--- config.mk ---
export PLATFORM = sky130hd
export DESIGN_NAME = forward_ctrl
export DESIGN_NICKNAME = d
export VERILOG_FILES = /design/src/rtl/lc3b_types.sv /design/src/rtl/forward_ctrl_fwd_match.sv /design/src/rtl/forward_ctrl.sv
export SDC_FILE = /design/constraint.sdc
export NUM_CORES = 1
export LEC_CHECK = 0
export ABC_AREA = 1
export CORE_MARGIN = 3
export CORE_UTILIZATION = 45
export CTS_BUF_LIST = sky130_fd_sc_hd__clkbuf_16
export CTS_CLUSTER_DIAMETER = 120
export DETAILED_ROUTE_END_ITERATION = 8
export GPL_TIMING_DRIVEN = 1
export PLACE_DENSITY = 0.77
export SYNTH_ARGS = -nofsm -noshare
export SYNTH_HDL_FRONTEND = slang
export SYNTH_SLANG_ARGS = --single-unit
--- constraint.sdc ---
create_clock -name clk -period 1.5 [get_ports clk]
set_input_delay 0.3 -clock clk [delete_from_list [all_inputs] [get_ports clk]]
set_output_delay 0.3 -clock clk [all_outputs]
set_load 0.005 [all_outputs]
--- src/rtl/lc3b_types.sv ---
// Shared LC-3b types: register index, pipeline-slot record and operand routing code.
package lc3b_types;

  typedef logic [2:0] lc3b_reg;

  // {opA source, opB source}: 1 selects WB, 0 selects MEM
  typedef enum logic [1:0] {
    CC_MEM_MEM = 2'b00,
    CC_MEM_WB  = 2'b01,
    CC_WB_MEM  = 2'b10,
    CC_WB_WB   = 2'b11
  } curr_case_e;

  typedef struct packed {
    lc3b_reg dr;
    logic    regwrite;
    logic    is_load;
  } slot_t;

  localparam slot_t SLOT_BUBBLE = '0;

endpackage

--- src/rtl/forward_ctrl_fwd_match.sv ---
// Per-operand match of one EX source register against the MEM and WB destinations.
module fwd_match
  import lc3b_types::*;
(
  input  lc3b_reg sr,
  input  logic    sr_valid,
  input  lc3b_reg mem_dr,
  input  logic    mem_regwrite,
  input  lc3b_reg wb_dr,
  input  logic    wb_regwrite,
  output logic    match_mem,
  output logic    match_wb
);

  assign match_mem = sr_valid & mem_regwrite & (sr == mem_dr);
  assign match_wb  = sr_valid & wb_regwrite  & (sr == wb_dr);

endmodule

--- src/rtl/forward_ctrl.sv ---
// Forwarding and load-use stall control: tracks MEM/WB destinations, routes operands,
// inserts one bubble per load-use hazard and counts those stalls.
module forward_ctrl
  import lc3b_types::*;
#(
  parameter int CNT_WIDTH = 16
) (
  input  logic                 clk,
  input  logic                 rst_n,
  input  logic                 advance,
  input  logic [2:0]           ex_sr1,
  input  logic [2:0]           ex_sr2,
  input  logic                 ex_sr1_valid,
  input  logic                 ex_sr2_valid,
  input  logic [2:0]           ex_dr,
  input  logic                 ex_regwrite,
  input  logic                 ex_is_load,
  output logic [1:0]           curr_case,
  output logic                 fwd_a,
  output logic                 fwd_b,
  output logic                 stall,
  output logic [CNT_WIDTH-1:0] stall_count
);

  typedef enum logic {
    RUN       = 1'b0,
    LU_BUBBLE = 1'b1
  } state_e;

  state_e     state;
  slot_t      mem_slot;
  slot_t      wb_slot;
  logic       a_mem, a_wb, b_mem, b_wb;
  logic       lu_hazard;
  curr_case_e cc_sel;

  fwd_match u_match_a (
    .sr           (ex_sr1),
    .sr_valid     (ex_sr1_valid),
    .mem_dr       (mem_slot.dr),
    .mem_regwrite (mem_slot.regwrite),
    .wb_dr        (wb_slot.dr),
    .wb_regwrite  (wb_slot.regwrite),
    .match_mem    (a_mem),
    .match_wb     (a_wb)
  );

  fwd_match u_match_b (
    .sr           (ex_sr2),
    .sr_valid     (ex_sr2_valid),
    .mem_dr       (mem_slot.dr),
    .mem_regwrite (mem_slot.regwrite),
    .wb_dr        (wb_slot.dr),
    .wb_regwrite  (wb_slot.regwrite),
    .match_mem    (b_mem),
    .match_wb     (b_wb)
  );

  assign lu_hazard = mem_slot.is_load & (a_mem | b_mem);

  always_comb begin
    cc_sel    = curr_case_e'({a_wb & ~a_mem, b_wb & ~b_mem});
    fwd_a     = a_mem | a_wb;
    fwd_b     = b_mem | b_wb;
    stall     = (state == RUN) & lu_hazard;
  end

  assign curr_case = cc_sel;

  always_ff @(posedge clk) begin
    if (!rst_n) begin
      mem_slot    <= SLOT_BUBBLE;
      wb_slot     <= SLOT_BUBBLE;
      state       <= RUN;
      stall_count <= '0;
    end else if (advance) begin
      wb_slot  <= mem_slot;
      mem_slot <= stall ? SLOT_BUBBLE : slot_t'{dr: ex_dr, regwrite: ex_regwrite, is_load: ex_is_load};
      case (state)
        RUN: if (lu_hazard) begin
          state <= LU_BUBBLE;
          if (stall_count != '1) stall_count <= stall_count + 1'b1;
        end
        LU_BUBBLE: state <= RUN;
        default:   state <= RUN;
      endcase
    end
  end

  // While bubbling, the stalled load sits in WB and is forwarded from there.
  always_comb begin
    if (rst_n && state == LU_BUBBLE) assert (wb_slot.is_load);
  end

endmodule

# Word-level counts from Yosys, hierarchy flattened
# Cells that the tools add are included.
[classes]
n_mux = 3
n_addsub = 1
n_reduce_logical = 1
n_bitwise = 18
n_eq_ne = 5
[ops]
columns = ["cell", "n"]
rows = [
  ["$add 16x1->16 const B", 1],
  ["$ne 16x16->1 const B", 1],
  ["$and 1x1->1", 12],
  ["$eq 3x3->1", 4],
  ["$mux 5", 1],
  ["$reduce_and 4->1", 1],
  ["$not 1->1", 3],
  ["$or 1x1->1", 3],
  ["$pmux 1 s2", 1],
  ["$mux 1", 1],
]
[word_totals]
register_bits = 26
input_bits = 16
elab_cells = 35

# Longest topological paths before layout
[logic_depth]
word_depth = 6
ltp_mapped = 12
ltp_nobuf = 11

# Hierarchy
# A second synthesis with hierarchy kept.
[hier_totals]
hier_cells = 257
hier_area_um2 = 1586.5
[modules_own_cells]
columns = ["module", "seq_area_each_um2", "cells_per_inst", "area_per_inst_um2", "instances"]
rows = [
  ["forward_ctrl", 520.5, 195, 1331.3, 1],
  ["fwd_match", 0.0, 31, 127.6, 2],
]

# Least setup slack after synthesis
# OpenSTA, ideal clock, no wires.
[synth_path]
path_type = "register -> register"
startpoint = "reg stall_count[0]"
endpoint = "reg stall_count[15]"
period_less_slack_ps = 1622
setup_ps = 132
setup_slack_ps = -122
n_path_buf = 1
stages_incl_launch_ff = 10
t_arrival_ps = 1490
path_cell_list = "dfxtp_1 -> ha_1 -> inv_1 -> nor2_4 -> nand3_2 -> o21ai_4 -> inv_2 -> buf_6 -> nand3_1 -> a21oi_1"
[synth_between]
elab_chain_cells = 2
elab_cells_between_ends = 3
[synth_lines]
columns = ["item", "line", "rtl"]
rows = [
  ["start, declared", "forward_ctrl.sv:22", "output logic [CNT_WIDTH-1:0] stall_count"],
  ["start signal, assigned", "forward_ctrl.sv:82", "if (stall_count != '1) stall_count <= stall_count + 1'b1;"],
  ["branches (longest 2 deep; another with $add 16x1->16)", "n/a", ""],
]
# Several ways; the timed one is not identified.
# A chain may end at the register's enable or synchronous reset.

# Worst setup path in the final report
[layout_path]
startpoint = "reg mem_slot[4] (netlist bit)"
endpoint = "reg stall_count[13]"
[layout_between]
elab_chain_cells = 5
elab_cells_between_ends = 7
[layout_lines]
columns = ["item", "line", "rtl"]
rows = [
  ["start, declared", "forward_ctrl.sv:31", "slot_t mem_slot;"],
  ["start signal, assigned", "forward_ctrl.sv:78", "mem_slot <= stall ? SLOT_BUBBLE : slot_t'{dr: ex_dr, regwrite: ex_regwrite, is_load: ex_is_load};"],
  ["$eq 3x3->1", "forward_ctrl_fwd_match.sv:15", "assign match_mem = sr_valid & mem_regwrite & (sr == mem_dr);"],
  ["$and 1x1->1", "forward_ctrl_fwd_match.sv:15", ""],
  ["$or 1x1->1 (*)", "forward_ctrl.sv:59", "assign lu_hazard = mem_slot.is_load & (a_mem | b_mem);"],
  ["$and 1x1->1 (*)", "forward_ctrl.sv:59", ""],
  ["$reduce_and 4->1 (no line) (*)", "n/a", ""],
]
# Mark *: on every way between the ends. The rest lies on a longest branch, timed or not.

==> results by group <==
Run status
  – Status: complete, but fails checks
  – Failing checks: setup timing

Synthesis
  – Compound-gate portion of the synthesized area: a little under a fifth
  – Syn Std Cell Area: roughly 0.0016 mm²
  – Synth Flop Type: dfxtp_1
  – Largest cells by area after synthesis: dfxtp_1, nand2_1, a21oi_1
  – Synth Warn #: 0
  – Netlist cell types: 25
  – Sequential area share after synthesis: approximately a third
  – Post-synthesis mux area share: 0%
  – Post-Synth Adder-Cell Area: less than 1%
  – Post-Syn Area per Cell: 6.61 µm²
  – Share of flip-flops with an asynchronous set or reset: 0%
  – Xor and xnor area share after synthesis: under 10%
  – Share of the synthesized area in the top cell type: between 30 and 40%
  – EDFF count, synth: 0
  – Post-synthesis simple-gate area fraction: about a third
  – Post-Syn Instances: 241
  – Syn nets: between 200 and 300
  – Largest family of logic cells by synthesized area: simple AND/OR/NAND/NOR gates
  – FF+latch count, synth: 26
  – Synth area leader: dfxtp_1

Power and ir drop
  – Clock group share of total power: about 43%
  – Switching power: between 400 and 500 µW
  – Logic gate share of total power: ~16%
  – Sw frac: 26.2%
  – PwrDens: between 600 and 700 mW/mm²
  – Leak: ~1.2 nW
  – Sequential share of power: roughly two fifths
  – VDD IR max: between 0.5 and 0.6 mV
  – Pint: between 1 and 1.5 mW
  – Total Power: 1.74 mW

Die
  – Row cnt: 20
  – Core outline area: roughly 0.0032 mm²
  – Die Y: 65.5 µm
  – Starting Density: about 50%
  – Die area: around 0.0043 mm²
  – Width of the chip: approximately 66 µm
  – I/O Pins: 37

Layout
  – Fin area: around 0.0029 mm²
  – Most frequent cells in the layout: nand2_1, buf_4, nor2_1
  – Number of standard cells in the final layout excluding fillers: 370
  – Final #Nets: roughly 340
  – Area grow syn2layout: 79.4%
  – Most common cell after layout, fill and taps aside: nand2_1
  – Layout cells sized above 1: around 51%
  – # fillers: about 150
  – Ant diodes: 0

Hold path
  – Worst Hold Class: reg -> reg

Critical path
  – Type of origin of the critical path: register
  – Worst setup EP type: register
  – Worst reg2reg path endpoint: stall_count[13]
  – Crit path max fanout: 7
  – Reg2reg setup slack: -340 ps
  – Crit path to: stall_count[13]
  – Worst R2R Path Depth: 14
  – R2r startpoint: mem_slot[4]
  – Critical path type: reg -> reg
  – Critical Path Start: mem_slot[4]
  – Worst Path Arrival: around 2000 ps
  – Worst endpoint required time: 1650 ps

Global routing
  – Largest net degree at the start of global routing: 19
  – First-pass GRT wire length: 8380 µm
  – Total grt overflow: 0
  – Vias in the first global route: approximately 1800
  – Initial antenna violation count: 0
  – Tot GR Track Use: about a quarter

Detailed routing
  – Final WL: roughly 7400 µm
  – Drt wl/cell: a little under 20 µm
  – Drc violations: 0
  – Detail Route Antenna Nets: 0
  – 1st-iter DRT viols: around 330
  – DRT Pass-1 Iters: 5
  – Vias per inst: between 6 and 7
  – Via Count: ~2300

Clocking
  – CTS tree: yes
  – Clock root cell: clkbuf_16
  – Clk buf depth: 2
  – Clk slew on worst S/H paths: ~70 ps
  – H-tree depth: 1
  – Hold Buf Count CTS: 0
  – Clock sink total: 26
  – CTS Buf Count: 3
  – Clk Latency, worst-skew pair: 270 ps

Placed design
  – Setup Slack @ Placement: -798 ps
  – # port buffers: 36
  – DP Cell Count: about 340
  – DP HPWL: around 3300 µm
  – GPL Wtd Cong: between 0.9 and 1
  – Placed instance area: 0.00218 mm²

Timing
  – Final Hold Viols: 0
  – Tightest Pin Transition: 328 ps
  – Fmax: around 540 MHz
  – Setup violators final: 27
  – Crit share post-route: 122%
  – RSZ-0062 raised after global routing: yes
  – Final worst setup slack: -337 ps
  – Hold_ws: 495 ps
  – Clk_skew: 2.58 ps
  – Slew Viols, Final: 0
  – Min Tclk post-route: approximately 1800 ps
  – Max_slew headroom: about 78%

Job
  – Max-cap violations: 0
registers in the layout, indices dropped and copies added, names as in the netlist:
register     count
stall_count     16
mem_slot         5
state            1
wb_slot          4
cell families (layout without fill, tap and decap cells):
group                    after synthesis  in the layout
flip-flops                            26             26
AND/OR/NAND/NOR                      118            118
XOR/XNOR                              12             12
AO/OA/AOI/OAI                         54             54
buffers and inverters                 30            115
adder cells (fa/ha/maj)                1              1
cell type report:
class / instances / area [µm²] / area share, %
multi-input cells: 185 / 1250 / 43.7
repair buffers: 88 / 797 / 27.9
flip-flops and latches: 26 / 562 / 19.6
clock buffers: 4 / 100 / 3.50
inverters: 23 / 96.3 / 3.37
well taps: 44 / 55.1 / 1.93
Yosys cell counts, types with 2 or more instances:
library cell	instances
a21oi_1	27
buf_6	4
clkbuf_1	2
dfxtp_1	26
inv_1	18
inv_2	4
nand2_1	55
nand3_1	26
nand4_1	3
nor2_1	28
nor2_2	2
nor2_4	2
o21ai_0	22
xnor2_1	9
xor2_1	3
critical path, cell delays in order (launching register included):
cell	delay, ps
dfxtp_4	390
inv_4	50
nand2_2	60
nand2_2	60
nor2_4	140
nand2_2	90
buf_6	140
buf_6	110
nand2_4	60
nand2_4	60
buf_8	160
nor2_4	130
inv_2	70
nor2_1	130
nor2_1	60
stage by stage:
step	setup TNS (ps)	util, %
floorplan	0	-
global placement	-13490	68.0
detailed placement	-14340	68.0
CTS	-2280	75.7
global route	-6740	89.3
finish	-5490	89.3
worst min-delay path by stage:
stage,from,depth (start not counted),end
after global routing,mem_slot[0],2,mem_slot[0]
after CTS,mem_slot[0],2,mem_slot[0]
after floorplan,rst_n,2,stall_count[0]
after global placement,mem_slot[0],2,mem_slot[0]
final,mem_slot[0],2,mem_slot[0]
after detailed placement,mem_slot[0],2,mem_slot[0]
routing by layer:
metal | global-route usage [%] | vias up | wire length (µm)
met1 | 33.7 | 1044 | 2920
met2 | 40.8 | 202 | 3380
met5 | 0 | - | 0
met3 | 3.76 | 48 | 808
met4 | 8.29 | 0 | 247
li1 | - | 963 | -
power by group through the flow:
stage | Clock [mW] | Sequential, mW | Combinational (mW)
6_report | 0.744 | 0.717 | 0.284
5_1_grt | 0.777 | 0.718 | 0.299
4_1_cts | 0.736 | 0.718 | 0.195
3_5_place_dp | 0 | 0.734 | 0.174
3_3_place_gp | 0 | 0.734 | 0.171
2_1_floorplan | 0 | 0.730 | 0.0849
repair_timing:
item                       in CTS  in global routing
pin swaps                      16                 35
gates cloned                    1                  1
setup endpoints to repair      43                 29
gates resized for setup        93                 93
setup buffers                  11                 13
Note: power is estimated with default switching activity, not from simulation.
